--- src/rtl/pea_pkg.sv ---
// Shared PE datapath types and constants: operand width, FU opcodes and divider FSM states.
package pea_pkg;

    localparam int unsigned N_BITS = 32;

    typedef enum logic [3:0] {
        NOP,
        ADD,
        SUB,
        MUL,
        LSH,
        RSH,
        ASH,
        DIV,
        DIVU
    } fu_instr_t;

    typedef enum logic [1:0] {
        IDLE,
        ITER,
        DONE
    } div_state_t;

    localparam int unsigned DIV_ITERS = 32;

endpackage

--- src/rtl/p_clz32.sv ---
// 32-bit combinational leading-zero counter; an all-zero input yields 32.
module p_clz32 (
    input  logic [31:0] a_i,
    output logic [5:0]  cnt_o
);

    logic found;

    always_comb begin
        found = 1'b0;
        cnt_o = '0;
        for (int unsigned i = 0; i < 32; i++) begin
            if (!found) begin
                if (a_i[31 - i]) begin
                    found = 1'b1;
                end else begin
                    cnt_o = cnt_o + 6'd1;
                end
            end
        end
    end

endmodule

--- src/rtl/p_divider.sv ---
// Iterative radix-2 restoring divider (DIV/DIVU) with valid/ready handshakes on both sides.
// Build option P_DIV_EARLY_TERM_EN skips the dividend's leading zeros to shorten ITER.
module p_divider
    import pea_pkg::*;
(
    input  logic              clk_i,
    input  logic              rst_i,
    input  logic              clear_i,
    input  logic [N_BITS-1:0] a_i,
    input  logic [N_BITS-1:0] b_i,
    input  fu_instr_t         instr_i,
    input  logic              in_valid_i,
    output logic              in_ready_o,
    output logic [N_BITS-1:0] res_o,
    output logic [N_BITS-1:0] rem_o,
    output logic              valid_o,
    input  logic              out_ready_i
);

    generate
        if (N_BITS != 32) begin : g_width_check
            $error("p_divider requires N_BITS == 32");
        end
    endgenerate

    div_state_t  state_q, state_d;
    logic        is_div_q, is_div_d;
    logic        a_neg_q, a_neg_d;
    logic        b_neg_q, b_neg_d;
    logic [31:0] q_q, q_d;
    logic [31:0] d_q, d_d;
    logic [32:0] r_q, r_d;
    logic [5:0]  cnt_q, cnt_d;

    logic        accept;
    logic        is_div_op;
    logic        a_neg_in, b_neg_in;
    logic [31:0] a_abs, b_abs;
    logic        div_zero, div_ovf, special;
    logic [31:0] q_load;
    logic [5:0]  n_load;
    logic [32:0] t_val, t_diff;
    logic        t_ge;
    logic        r_msb_unused;

    // Remainder never exceeds the divisor, so R[32] is not needed downstream.
    assign r_msb_unused = r_q[32];

    always_comb begin
        is_div_op = (instr_i == DIV);
        accept    = in_valid_i && (state_q == IDLE) && ((instr_i == DIV) || (instr_i == DIVU));
        a_neg_in  = is_div_op & a_i[31];
        b_neg_in  = is_div_op & b_i[31];
        a_abs     = a_neg_in ? -a_i : a_i;
        b_abs     = b_neg_in ? -b_i : b_i;
        div_zero  = (b_i == '0);
        div_ovf   = is_div_op && (a_i == 32'h8000_0000) && (b_i == '1);
        special   = div_zero | div_ovf;
`ifdef P_DIV_EARLY_TERM_EN
        special   = special | (a_abs == '0);
`endif
    end

`ifdef P_DIV_EARLY_TERM_EN
    logic [5:0] lz;

    p_clz32 u_clz (
        .a_i   (a_abs),
        .cnt_o (lz)
    );

    // Leading zeros of |a| would only shift zero quotient bits in, so start past them.
    always_comb begin
        q_load = a_abs << lz;
        n_load = 6'd32 - lz;
    end
`else
    always_comb begin
        q_load = a_abs;
        n_load = 6'(DIV_ITERS);
    end
`endif

    always_comb begin
        t_val  = {r_q[31:0], q_q[31]};
        t_ge   = (t_val >= {1'b0, d_q});
        t_diff = t_val - {1'b0, d_q};
    end

    always_ff @(posedge clk_i or posedge rst_i) begin
        if (rst_i) begin
            state_q <= IDLE;
        end else begin
            state_q <= state_d;
        end
    end

    always_comb begin
        state_d = state_q;
        case (state_q)
            IDLE: if (accept) state_d = special ? DONE : ITER;
            ITER: if (cnt_q == 6'd1) state_d = DONE;
            DONE: if (out_ready_i) state_d = IDLE;
            default: state_d = IDLE;
        endcase
        if (clear_i) state_d = IDLE;
    end

    always_comb begin
        in_ready_o = (state_q == IDLE);
        valid_o    = (state_q == DONE);
        res_o      = (is_div_q && (a_neg_q ^ b_neg_q)) ? -q_q : q_q;
        rem_o      = a_neg_q ? -r_q[31:0] : r_q[31:0];
    end

    always_comb begin
        is_div_d = is_div_q;
        a_neg_d  = a_neg_q;
        b_neg_d  = b_neg_q;
        q_d      = q_q;
        d_d      = d_q;
        r_d      = r_q;
        cnt_d    = cnt_q;
        if (clear_i) begin
            is_div_d = 1'b0;
            a_neg_d  = 1'b0;
            b_neg_d  = 1'b0;
            q_d      = '0;
            d_d      = '0;
            r_d      = '0;
            cnt_d    = '0;
        end else if (accept) begin
            is_div_d = is_div_op;
            a_neg_d  = a_neg_in;
            b_neg_d  = b_neg_in;
            q_d      = q_load;
            d_d      = b_abs;
            r_d      = '0;
            cnt_d    = n_load;
            // Special results are loaded already sign-corrected, so the sign fix is disabled.
            if (div_zero) begin
                q_d     = '1;
                r_d     = {1'b0, a_i};
                a_neg_d = 1'b0;
                b_neg_d = 1'b0;
            end else if (div_ovf) begin
                q_d     = 32'h8000_0000;
                a_neg_d = 1'b0;
                b_neg_d = 1'b0;
            end
`ifdef P_DIV_EARLY_TERM_EN
            else if (a_abs == '0) begin
                q_d     = '0;
                a_neg_d = 1'b0;
                b_neg_d = 1'b0;
            end
`endif
        end else if (state_q == ITER) begin
            r_d   = t_ge ? t_diff : t_val;
            q_d   = {q_q[30:0], t_ge};
            cnt_d = cnt_q - 6'd1;
        end
    end

    always_ff @(posedge clk_i or posedge rst_i) begin
        if (rst_i) begin
            is_div_q <= 1'b0;
            a_neg_q  <= 1'b0;
            b_neg_q  <= 1'b0;
            q_q      <= '0;
            d_q      <= '0;
            r_q      <= '0;
            cnt_q    <= '0;
        end else begin
            is_div_q <= is_div_d;
            a_neg_q  <= a_neg_d;
            b_neg_q  <= b_neg_d;
            q_q      <= q_d;
            d_q      <= d_d;
            r_q      <= r_d;
            cnt_q    <= cnt_d;
        end
    end

endmodule
--- config.mk ---
export PLATFORM = sky130hd
export DESIGN_NAME = p_divider
export DESIGN_NICKNAME = d
export VERILOG_FILES = /design/src/rtl/pea_pkg.sv /design/src/rtl/p_clz32.sv /design/src/rtl/p_divider.sv
export SDC_FILE = /design/constraint.sdc
export NUM_CORES = 1
export LEC_CHECK = 0
export BUFFER_PORTS_ARGS = -buffer_cell sky130_fd_sc_hd__buf_4
export CAP_MARGIN = 20
export CORE_MARGIN = 4
export CORE_UTILIZATION = 63
export DETAILED_ROUTE_END_ITERATION = 8
export PLACE_DENSITY = 0.95
export SLEW_MARGIN = 30
export SYNTH_ARGS = -nofsm -noshare
export SYNTH_HDL_FRONTEND = slang
export SYNTH_SLANG_ARGS = --single-unit
--- constraint.sdc ---
create_clock -name clk_i -period 5.4 [get_ports clk_i]
set_input_delay 0.54 -clock clk_i [delete_from_list [all_inputs] [get_ports clk_i]]
set_output_delay 0.54 -clock clk_i [all_outputs]
set_load 0.005 [all_outputs]
==> metrics.cfg <==
[clock_tree]
cts_resized = 0
clk_pin_slew_ns = 0.07
cts_buffers = 9
postCtsHoldBufs = 0
cts_setup_buffers = 0
htree_num_levels = 3
insertion_delay_ns = 0.37
cts_buffer_depth = 2
cts_tree = done
clockRootBuffer = clkbuf_16
clkSinkCount = 107

[floorplan]
fp.coreArea_um2 = 14500
die_h_um = 129
die_area_um2 = 16700
die_x_um = 129
rows = 44
ioPinCount = 139
initial_utilization_pct = 64.0

[power_and_ir_drop]
p_leak_nw = 4.71
comb_power_share_pct = 40.2
p_sw_share_pct = 39.1
seqPwrFrac_pct = 32.8
power_density_nw_per_um2 = 252
p_int_mw = 1.63
vdd_drop_max_mv = 0.176
p_total_mw = 2.68
clockPowerShare_pct = 27.0
switchingPower_mw = 1.05

[synth]
async_flop_share_pct = 100
synth_top_area_share_pct = 28.9
synth_seq_cells = 107
synth_edf_count = 0
syn-num-nets = 1290
yosys.area.top_type = dfrtp_1
netlist_top_cells_area = dfrtp_1, xnor2_1, a21oi_1
avgSynthCellArea_um2 = 7.87
ys_types = 62
synth_area_um2 = 9260
ys.flop_type = dfrtp_1
ys_seq_area_share_pct = 28.9
yosysWarnings = 0
netlist_instances = 1177

[grt]
grt_max_degree = 87
grt_pass1_vias = 9304
grt_antenna_before_repair = 0
grt_pass1_wl_um = 46300
grt_overflow = 0
grt_util_all_layers_pct = 34.5

[critical_path]
cp-start-kind = register
r2r-end = r_q[12]
slowest_delay_ns = 0.58
regToRegSetupSlack_ns = 1.60
crit_path_frequent_cell = nand2_1
cp_slowest_cell = or4_4
r2r_cells = 11
crit_arrival_ns = 3.54
critPathCaptureType = output pin
reg2reg_from = r_q[25]
cp_num_buf_inv = 1
cp_top_family = simple AND/OR/NAND/NOR gates
worstPathRequired_ns = 4.86
worst-setup-path-type = reg -> out
worstPathCellList = or4_4, or3_4, or3_2, nor2_1, nand2_1, o21ai_0, nand2_1, xor2_1, buf_4
crit_fanout = 8

[timing]
fin_tns_setup_ns = 0
min_period_ns = 4.08
worst_slew_pin_slew_ns = 0.907
setup_viol = 0
setup_ws_ns = 1.32
slew_headroom_pct = 39.5
period_share_pct = 75.5
finalHoldViolations = 0
clock_skew_ns = 0.00991
fin_hold_ws_ns = 0.336
final_max_slew_viol_count = 0
rsz0062_at_grt = no
max_freq_mhz = 245

[place]
dp_hpwl_um = 20600
pre_cts_slack_ns = 1.28
port_buffers = 138
gp_congestion = 0.993
place_area_um2 = 10300

[layout]
final_common_cell = buf_4
stdcell_area_um2 = 10700
nNetsFinal = 1378
drive_gt1_share_pct = 14.3
antenna_cells = 0
syn2layout_area_growth_pct = 15.0
layout_common_cells = buf_4, nor2_1, a21oi_1

[drt]
antenna_left = 0
routedWlPerCell_um = 19.7
vias_per_cell = 6.74
routed_wl_um = 28700
drt_iter0_drc = 1356
dr.pass1.iters = 7
vias = 9805
drc = 0

[run_status]
status = finished clean

[worst_hold_path]
hp-class = in -> async

[flow_run]
max_cap_violations = 0

power by group through the flow:
stage | registers, mW | logic [mW] | clock network [mW]
2_1_floorplan | 0.876 | 0.749 | 0
3_3_place_gp | 0.892 | 1.02 | 0
3_5_place_dp | 0.894 | 1.04 | 0
4_1_cts | 0.878 | 1.05 | 0.720
5_1_grt | 0.885 | 1.18 | 0.753
6_report | 0.881 | 1.08 | 0.725
cell families after synthesis:
| family | share of synthesized area, % |
|---|---|
| compound gates | 25.8 |
| mux | 1.30 |
| simple gates | 19.3 |
| fa+ha+maj | 5.48 |
| buf+inv | 5.32 |
| xor+xnor | 13.9 |
| flops | 28.9 |
sequential cells by signal, indices dropped and copies added, names as in the netlist:
| name | count |
|---|---|
| a_neg_q | 1 |
| b_neg_q | 1 |
| cnt_q | 6 |
| d_q | 32 |
| is_div_q | 1 |
| q_q | 32 |
| r_q | 32 |
| state_q | 2 |
stage by stage:
stage | util, % | cells
after floorplan | - | 1177
after global placement | 71.3 | 1438
after detailed placement | 71.4 | 1438
after CTS | 73.6 | 1454
after global routing | 73.6 | 1454
final | 73.6 | 1454
area by class of cell:
cell class	count	area (um2)
flip-flops and latches	107	2680
inverters	57	216
multi-input cells	943	6110
fillers	1113	3820
repair buffers	147	1100
well taps	184	230
clock buffers	10	239
clock inverters	6	78.8
worst max path at each step:
stage	cells past startpoint	slack [ns]	start	to
after CTS	9	1.36	r_q[6]	rem_o[27]
after global routing	9	1.14	r_q[6]	rem_o[31]
after global placement	9	1.45	b_i[12]	r_q[28]
after detailed placement	9	1.28	b_i[12]	r_q[26]
after floorplan	1	2.04	rst_i	a_neg_q
final	9	1.32	r_q[6]	rem_o[27]
per-layer routing:
layer | track usage (%) | wire length [um] | share of wire [%] | up-vias
met5 | 0 | 0 | 0 | -
met4 | 16.9 | 1330 | 4.6 | 0
met3 | 5.15 | 3070 | 11 | 128
met2 | 55.2 | 13300 | 47 | 679
met1 | 45.9 | 10900 | 38 | 4556
li1 | - | - | - | 4442
synthesized netlist by cell type, types with 3 or more instances:
cell type    n
a221oi_1    17
a222oi_1     9
or4_4        3
clkbuf_1    53
nand3_1     17
xor2_1      59
buf_2        7
nor2b_1      6
mux2i_1     12
or4_1       10
o31ai_1     26
or3_1        8
o21ai_0     75
o21bai_1     3
dfrtp_1    107
a21o_1      18
ha_1        39
inv_1       57
nand4_1     12
o41ai_1     13
and2_1       8
o22ai_1      3
nand2_1     88
nand2b_1     7
nand3b_1     3
o21a_1       4
a31oi_1     14
nor4_1      18
a21oi_1    113
nor3_1      33
a22oi_1     24
a211oi_1    29
and3_1       7
a311oi_1     6
xnor2_1     88
nor2_1     138
buf_1        8
worst reg2reg max path: cells and delay by family, from the launching register on:
kind	cells	cell delay (ns)
AOI/OAI and AO/OA	7	1.74
and+or+nand+nor	2	0.59
DFF	1	0.50
adders and majority gates	1	0.42
buffers and inverters	1	0.41
Power figures use the tool's default switching activity.
